`src/rtl/apb_req_bridge.sv`:
```
// Request/grant/response to APB3 master bridge: one transfer in flight,
// with a wait-state watchdog that aborts a hung access with an error response.
module apb_req_bridge #(
  parameter int unsigned               APB_ADDR_WIDTH = 32,
  parameter int unsigned               APB_DATA_WIDTH = 32,
  parameter int unsigned               TIMEOUT        = 256,
  parameter logic [APB_DATA_WIDTH-1:0] ERR_RDATA      = APB_DATA_WIDTH'(32'hBADACCE5)
) (
  input  logic                      ACLK_i,
  input  logic                      ARESET_i,
  input  logic                      req_i,
  input  logic [APB_ADDR_WIDTH-1:0] add_i,
  input  logic                      we_i,
  input  logic [APB_DATA_WIDTH-1:0] wdata_i,
  output logic                      gnt_o,
  output logic                      r_valid_o,
  output logic [APB_DATA_WIDTH-1:0] r_rdata_o,
  output logic                      r_opc_o,
  output logic                      PSEL_o,
  output logic                      PENABLE_o,
  output logic                      PWRITE_o,
  output logic [APB_ADDR_WIDTH-1:0] PADDR_o,
  output logic [APB_DATA_WIDTH-1:0] PWDATA_o,
  input  logic [APB_DATA_WIDTH-1:0] PRDATA_i,
  input  logic                      PREADY_i,
  input  logic                      PSLVERR_i
);

  localparam int unsigned CNT_W = (TIMEOUT > 0) ? $clog2(TIMEOUT + 1) : 1;
  localparam logic [CNT_W-1:0] CNT_LAST = CNT_W'((TIMEOUT > 0) ? TIMEOUT - 1 : 0);
  localparam logic [CNT_W-1:0] CNT_MAX  = '1;

  typedef enum logic [1:0] {
    ST_IDLE   = 2'd0,
    ST_SETUP  = 2'd1,
    ST_ACCESS = 2'd2
  } state_e;

  typedef struct packed {
    logic [APB_ADDR_WIDTH-1:0] addr;
    logic                      write;
    logic [APB_DATA_WIDTH-1:0] wdata;
  } apb_req_t;

  state_e                    state_q, state_d;
  logic [CNT_W-1:0]          cnt_q, cnt_d;
  apb_req_t                  req_q, req_d;
  logic                      psel_q, psel_d;
  logic                      penable_q, penable_d;
  logic                      r_valid_q, r_valid_d;
  logic [APB_DATA_WIDTH-1:0] r_rdata_q, r_rdata_d;
  logic                      r_opc_q, r_opc_d;

  // State and output registers
  always_ff @(posedge ACLK_i) begin
    if (ARESET_i) begin
      state_q   <= ST_IDLE;
      cnt_q     <= '0;
      req_q     <= '0;
      psel_q    <= 1'b0;
      penable_q <= 1'b0;
      r_valid_q <= 1'b0;
      r_rdata_q <= '0;
      r_opc_q   <= 1'b0;
    end else begin
      state_q   <= state_d;
      cnt_q     <= cnt_d;
      req_q     <= req_d;
      psel_q    <= psel_d;
      penable_q <= penable_d;
      r_valid_q <= r_valid_d;
      r_rdata_q <= r_rdata_d;
      r_opc_q   <= r_opc_d;
    end
  end

  // Next-state and grant logic
  always_comb begin
    state_d   = state_q;
    cnt_d     = cnt_q;
    req_d     = req_q;
    psel_d    = psel_q;
    penable_d = penable_q;
    r_valid_d = 1'b0;
    r_rdata_d = r_rdata_q;
    r_opc_d   = r_opc_q;
    gnt_o     = 1'b0;

    case (state_q)
      ST_IDLE: begin
        gnt_o = req_i;
        if (req_i) begin
          req_d.addr  = add_i;
          req_d.write = we_i;
          req_d.wdata = wdata_i;
          psel_d      = 1'b1;
          penable_d   = 1'b0;
          state_d     = ST_SETUP;
        end
      end

      ST_SETUP: begin
        penable_d = 1'b1;
        cnt_d     = '0;
        state_d   = ST_ACCESS;
      end

      ST_ACCESS: begin
        // Slave completion takes priority over a watchdog abort in the same cycle
        if (PREADY_i) begin
          psel_d    = 1'b0;
          penable_d = 1'b0;
          r_valid_d = 1'b1;
          r_rdata_d = req_q.write ? '0 : PRDATA_i;
          r_opc_d   = PSLVERR_i;
          state_d   = ST_IDLE;
        end else if ((TIMEOUT > 0) && (cnt_q == CNT_LAST)) begin
          psel_d    = 1'b0;
          penable_d = 1'b0;
          r_valid_d = 1'b1;
          r_rdata_d = req_q.write ? '0 : ERR_RDATA;
          r_opc_d   = 1'b1;
          state_d   = ST_IDLE;
        end else if (cnt_q != CNT_MAX) begin
          cnt_d = cnt_q + CNT_W'(1);
        end
      end

      default: begin
        psel_d    = 1'b0;
        penable_d = 1'b0;
        state_d   = ST_IDLE;
      end
    endcase
  end

  assign PSEL_o    = psel_q;
  assign PENABLE_o = penable_q;
  assign PWRITE_o  = req_q.write;
  assign PADDR_o   = req_q.addr;
  assign PWDATA_o  = req_q.wdata;
  assign r_valid_o = r_valid_q;
  assign r_rdata_o = r_rdata_q;
  assign r_opc_o   = r_opc_q;

endmodule

```
`config.mk`:
```
export PLATFORM = sky130hd
export DESIGN_NAME = apb_req_bridge
export DESIGN_NICKNAME = d
export VERILOG_FILES = /design/src/rtl/apb_req_bridge.sv
export SDC_FILE = /design/constraint.sdc
export NUM_CORES = 1
export LEC_CHECK = 0
export CORE_MARGIN = 2
export CORE_UTILIZATION = 43
export CTS_CLUSTER_SIZE = 20
export DETAILED_ROUTE_END_ITERATION = 10
export PLACE_DENSITY = 0.92
export SLEW_MARGIN = 20
export SYNTH_ARGS = -nofsm -noshare
export SYNTH_HDL_FRONTEND = slang
export SYNTH_SLANG_ARGS = --single-unit
```
`constraint.sdc`:
```
create_clock -name ACLK_i -period 7 [get_ports ACLK_i]
set_clock_uncertainty 0.15 [all_clocks]
set_input_delay 0.7 -clock ACLK_i [delete_from_list [all_inputs] [get_ports ACLK_i]]
set_output_delay 0.7 -clock ACLK_i [all_outputs]
set_load 0.05 [all_outputs]
```
==> summary.txt <==
Status
  – Status: finished, final reports clean

Synth
  – Cell area after synthesis: 0.00397 mm²
  – Top cells by area, synth: dfxtp_1 56%, nand2_1 13%, a21oi_1 9.7%, o2bb2ai_1 4.2%, nor2b_1 3.0%
  – Fraction of registers with async set/reset: 0
  – Largest area contributor in the netlist: dfxtp_1
  – Yosys reg bits: 111
  – Avg Cell Area, Syn: 8.75 µm²
  – Seq/Total Area, Yosys: 0.559
  – Synth cell types: 31
  – EDFF count, synth: 0
  – Syn nets: 559
  – Synthesized instance count: 454
  – Top cell type's share of synthesized area: 0.559
  – Synth Warn #: 0
  – Synth cell count leaders: 133 x nand2_1, 111 x dfxtp_1, 77 x a21oi_1
  – Top FF cell, synth: dfxtp_1
  – Most instantiated library cell after synthesis: nand2_1

Timing
  – Final-report setup violation count: 0
  – Peak Freq: 218 MHz
  – Final worst-path cycle share: 0.656
  – TNS Setup: 0 ns
  – Slew HR: 0.302
  – Max Slew Vio Count: 0
  – RSZ-0062 raised after global routing: no
  – Endpoints failing hold: 0
  – Least-Margin Pin Slew: 1.05 ns
  – Period minus WS final: 4.60 ns

Routing
  – Total routed wirelength: 11,400 µm
  – Via/cell ratio: 5.06
  – DR WL/cell: 15.2 µm
  – Initial DRC count: 165
  – Routed vias: 3,805
  – # DRC: 0
  – Antenna viol nets, final: 0
  – 1st-pass router iterations: 5

Placed design
  – Buffers on Ports: 203
  – Placed cell area: 0.00603 mm²
  – Routability cong.: 0.786
  – Cells after DPL: 736
  – Detail Placement HPWL: 8290 µm

Clock network
  – Clock sinks: 111
  – H-tree levels: 3
  – Root Driver: clkbuf_8
  – CTS Buf Count: 9
  – CTS tree: built
  – Maximum clock insertion buffer count: 2
  – Post-CTS sizing: 0
  – Setup bufs post-CTS: 0
  – Worst-path clk slew: 0.11 ns
  – Clk_lat worst skew: 0.37 ns
  – Hold-fix buffers, CTS: 0

Finish
  – Area Overhead vs Synth: 57.1%
  – Ratio of cells with drive above 1 in the final layout: 0.0390
  – Fin area: 0.00624 mm²
  – Layout Nets: 741
  – Antenna diodes: 0
  – Finished Layout Cells: 752

Global routing
  – Largest net degree at the start of global routing: 78
  – Overflow after GRT: 0
  – First-pass GRT wire length: 18,000 µm
  – All-Layer GR Usage: 0.224
  – Antenna violations before repair: 0
  – Vias in the first global route: 3,761

Floorplanning
  – Die height: 100 µm
  – Site Rows: 35
  – Die Wd: 100 µm
  – Core Area: 0.00911 mm²
  – I/O pins: 204
  – Starting Density: 0.436
  – Full die area: 0.0100 mm²

Worst setup path
  – FF-to-FF Start: cnt_q[0]
  – Reg2reg end: cnt_q[4]
  – Worst Path Required: 6.15 ns
  – CP Capture Type: output port
  – Crit start category: primary input
  – Critical path data arrival time: 3.75 ns
  – Cells on worst reg2reg path: 7
  – CP max FO: 67
  – WS Path Type: primary input to output port
  – R2R Setup Slk: 4.38 ns

Pwr
  – Static Leakage: 2.26 nW
  – Power Density: 219 mW/mm²
  – Worst VDD drop: 0.129 mV

Job
  – Max Cap Violations: 0

Worst hold path
  – WHS Endpoint: PADDR_o[3]
  – Hold Path Class: register to register
  – Cell count of the worst hold path: 2
  – Worst hold start: PADDR_o[3]
[cell families after synthesis]
| group | after synthesis | share of synthesized area |
|---|---|---|
| and+or+nand+nor | 181 | 0.205 |
| AOI/OAI and AO/OA | 119 | 0.186 |
| DFF | 111 | 0.559 |
| buffers and inverters | 39 | 0.0384 |
| adders and majority gates | 3 | 0.00945 |
| muxes | 1 | 0.00252 |
[registers in the layout (all words and copies together) (netlist names)]
register   cells
cnt_q          9
state_q        2
r_valid_o      1
PWRITE_o       1
PADDR_o       32
r_opc_o        1
r_rdata_o     32
PWDATA_o      32
PSEL_o         1
[placed cells by master (no fill, tap or decap), types with 2 or more instances in the layout]
cell	count
clkbuf_8	9
o211ai_1	2
or3_1	2
o31ai_1	5
nand3_1	4
nand2_1	133
nor2b_1	19
inv_1	3
ha_1	3
clkinv_8	3
or4b_1	2
nor2_1	5
inv_8	2
or3b_2	2
o2bb2ai_1	19
a21oi_1	76
o21ai_0	2
nand2b_1	2
a22o_1	13
dfxtp_1	111
buf_4	3
or4_1	4
clkdlybuf4s50_1	202
[where the power goes]
group	internal, mW	leakage [nW]	total [mW]	switching (mW)
sequential	0.662	0.906	0.679	0.0169
clock	0.145	0.106	0.386	0.240
combinational	0.122	1.25	0.303	0.182
total	0.929	2.26	1.37	0.439
[worst max-delay path, stage by stage]
cell,delay (ns)
clkdlybuf4s50_1,0.46
or3b_2,0.44
buf_4,0.32
inv_2,0.83
clkdlybuf4s50_1,0.97
[area by class of cell]
cell class / instances / area [µm²]
Tap cell: 111 / 139
Fill cell: 718 / 2870
Clock buffer: 9 / 124
Sequential cell: 111 / 2220
Inverter: 4 / 15.0
Multi-Input combinational cell: 304 / 1600
Timing Repair Buffer: 206 / 2050
Clock inverter: 7 / 88.8
[worst max-delay path by stage]
stage	startpoint	to	depth (start not counted)
final	req_i	gnt_o	5
after global placement	req_i	gnt_o	5
after CTS	req_i	gnt_o	5
after floorplan	req_i	gnt_o	4
after detailed placement	req_i	gnt_o	5
after global routing	req_i	gnt_o	5
[routing by layer]
layer  vias up  part of all wire  track usage
met5         -                 0            0
met4         0             0.027       0.0896
met3        25             0.049       0.0592
met2       105              0.54        0.401
met1      1785              0.39        0.253
li1       1890                 -            -
[metrics by stage]
step / setup WS [ns] / hold WS (ns) / total power, mW / utilization
detailed placement: 2.39 / 0.295 / 0.997 / 0.662
floorplan: 4.31 / 0.302 / 0.863 / -
global route: 2.25 / 0.335 / 1.42 / 0.685
global placement: 2.40 / 0.292 / 0.990 / 0.662
CTS: 2.37 / 0.312 / 1.38 / 0.685
finish: 2.40 / 0.311 / 1.37 / 0.685
No activity file was read; power rests on OpenSTA's default activity.
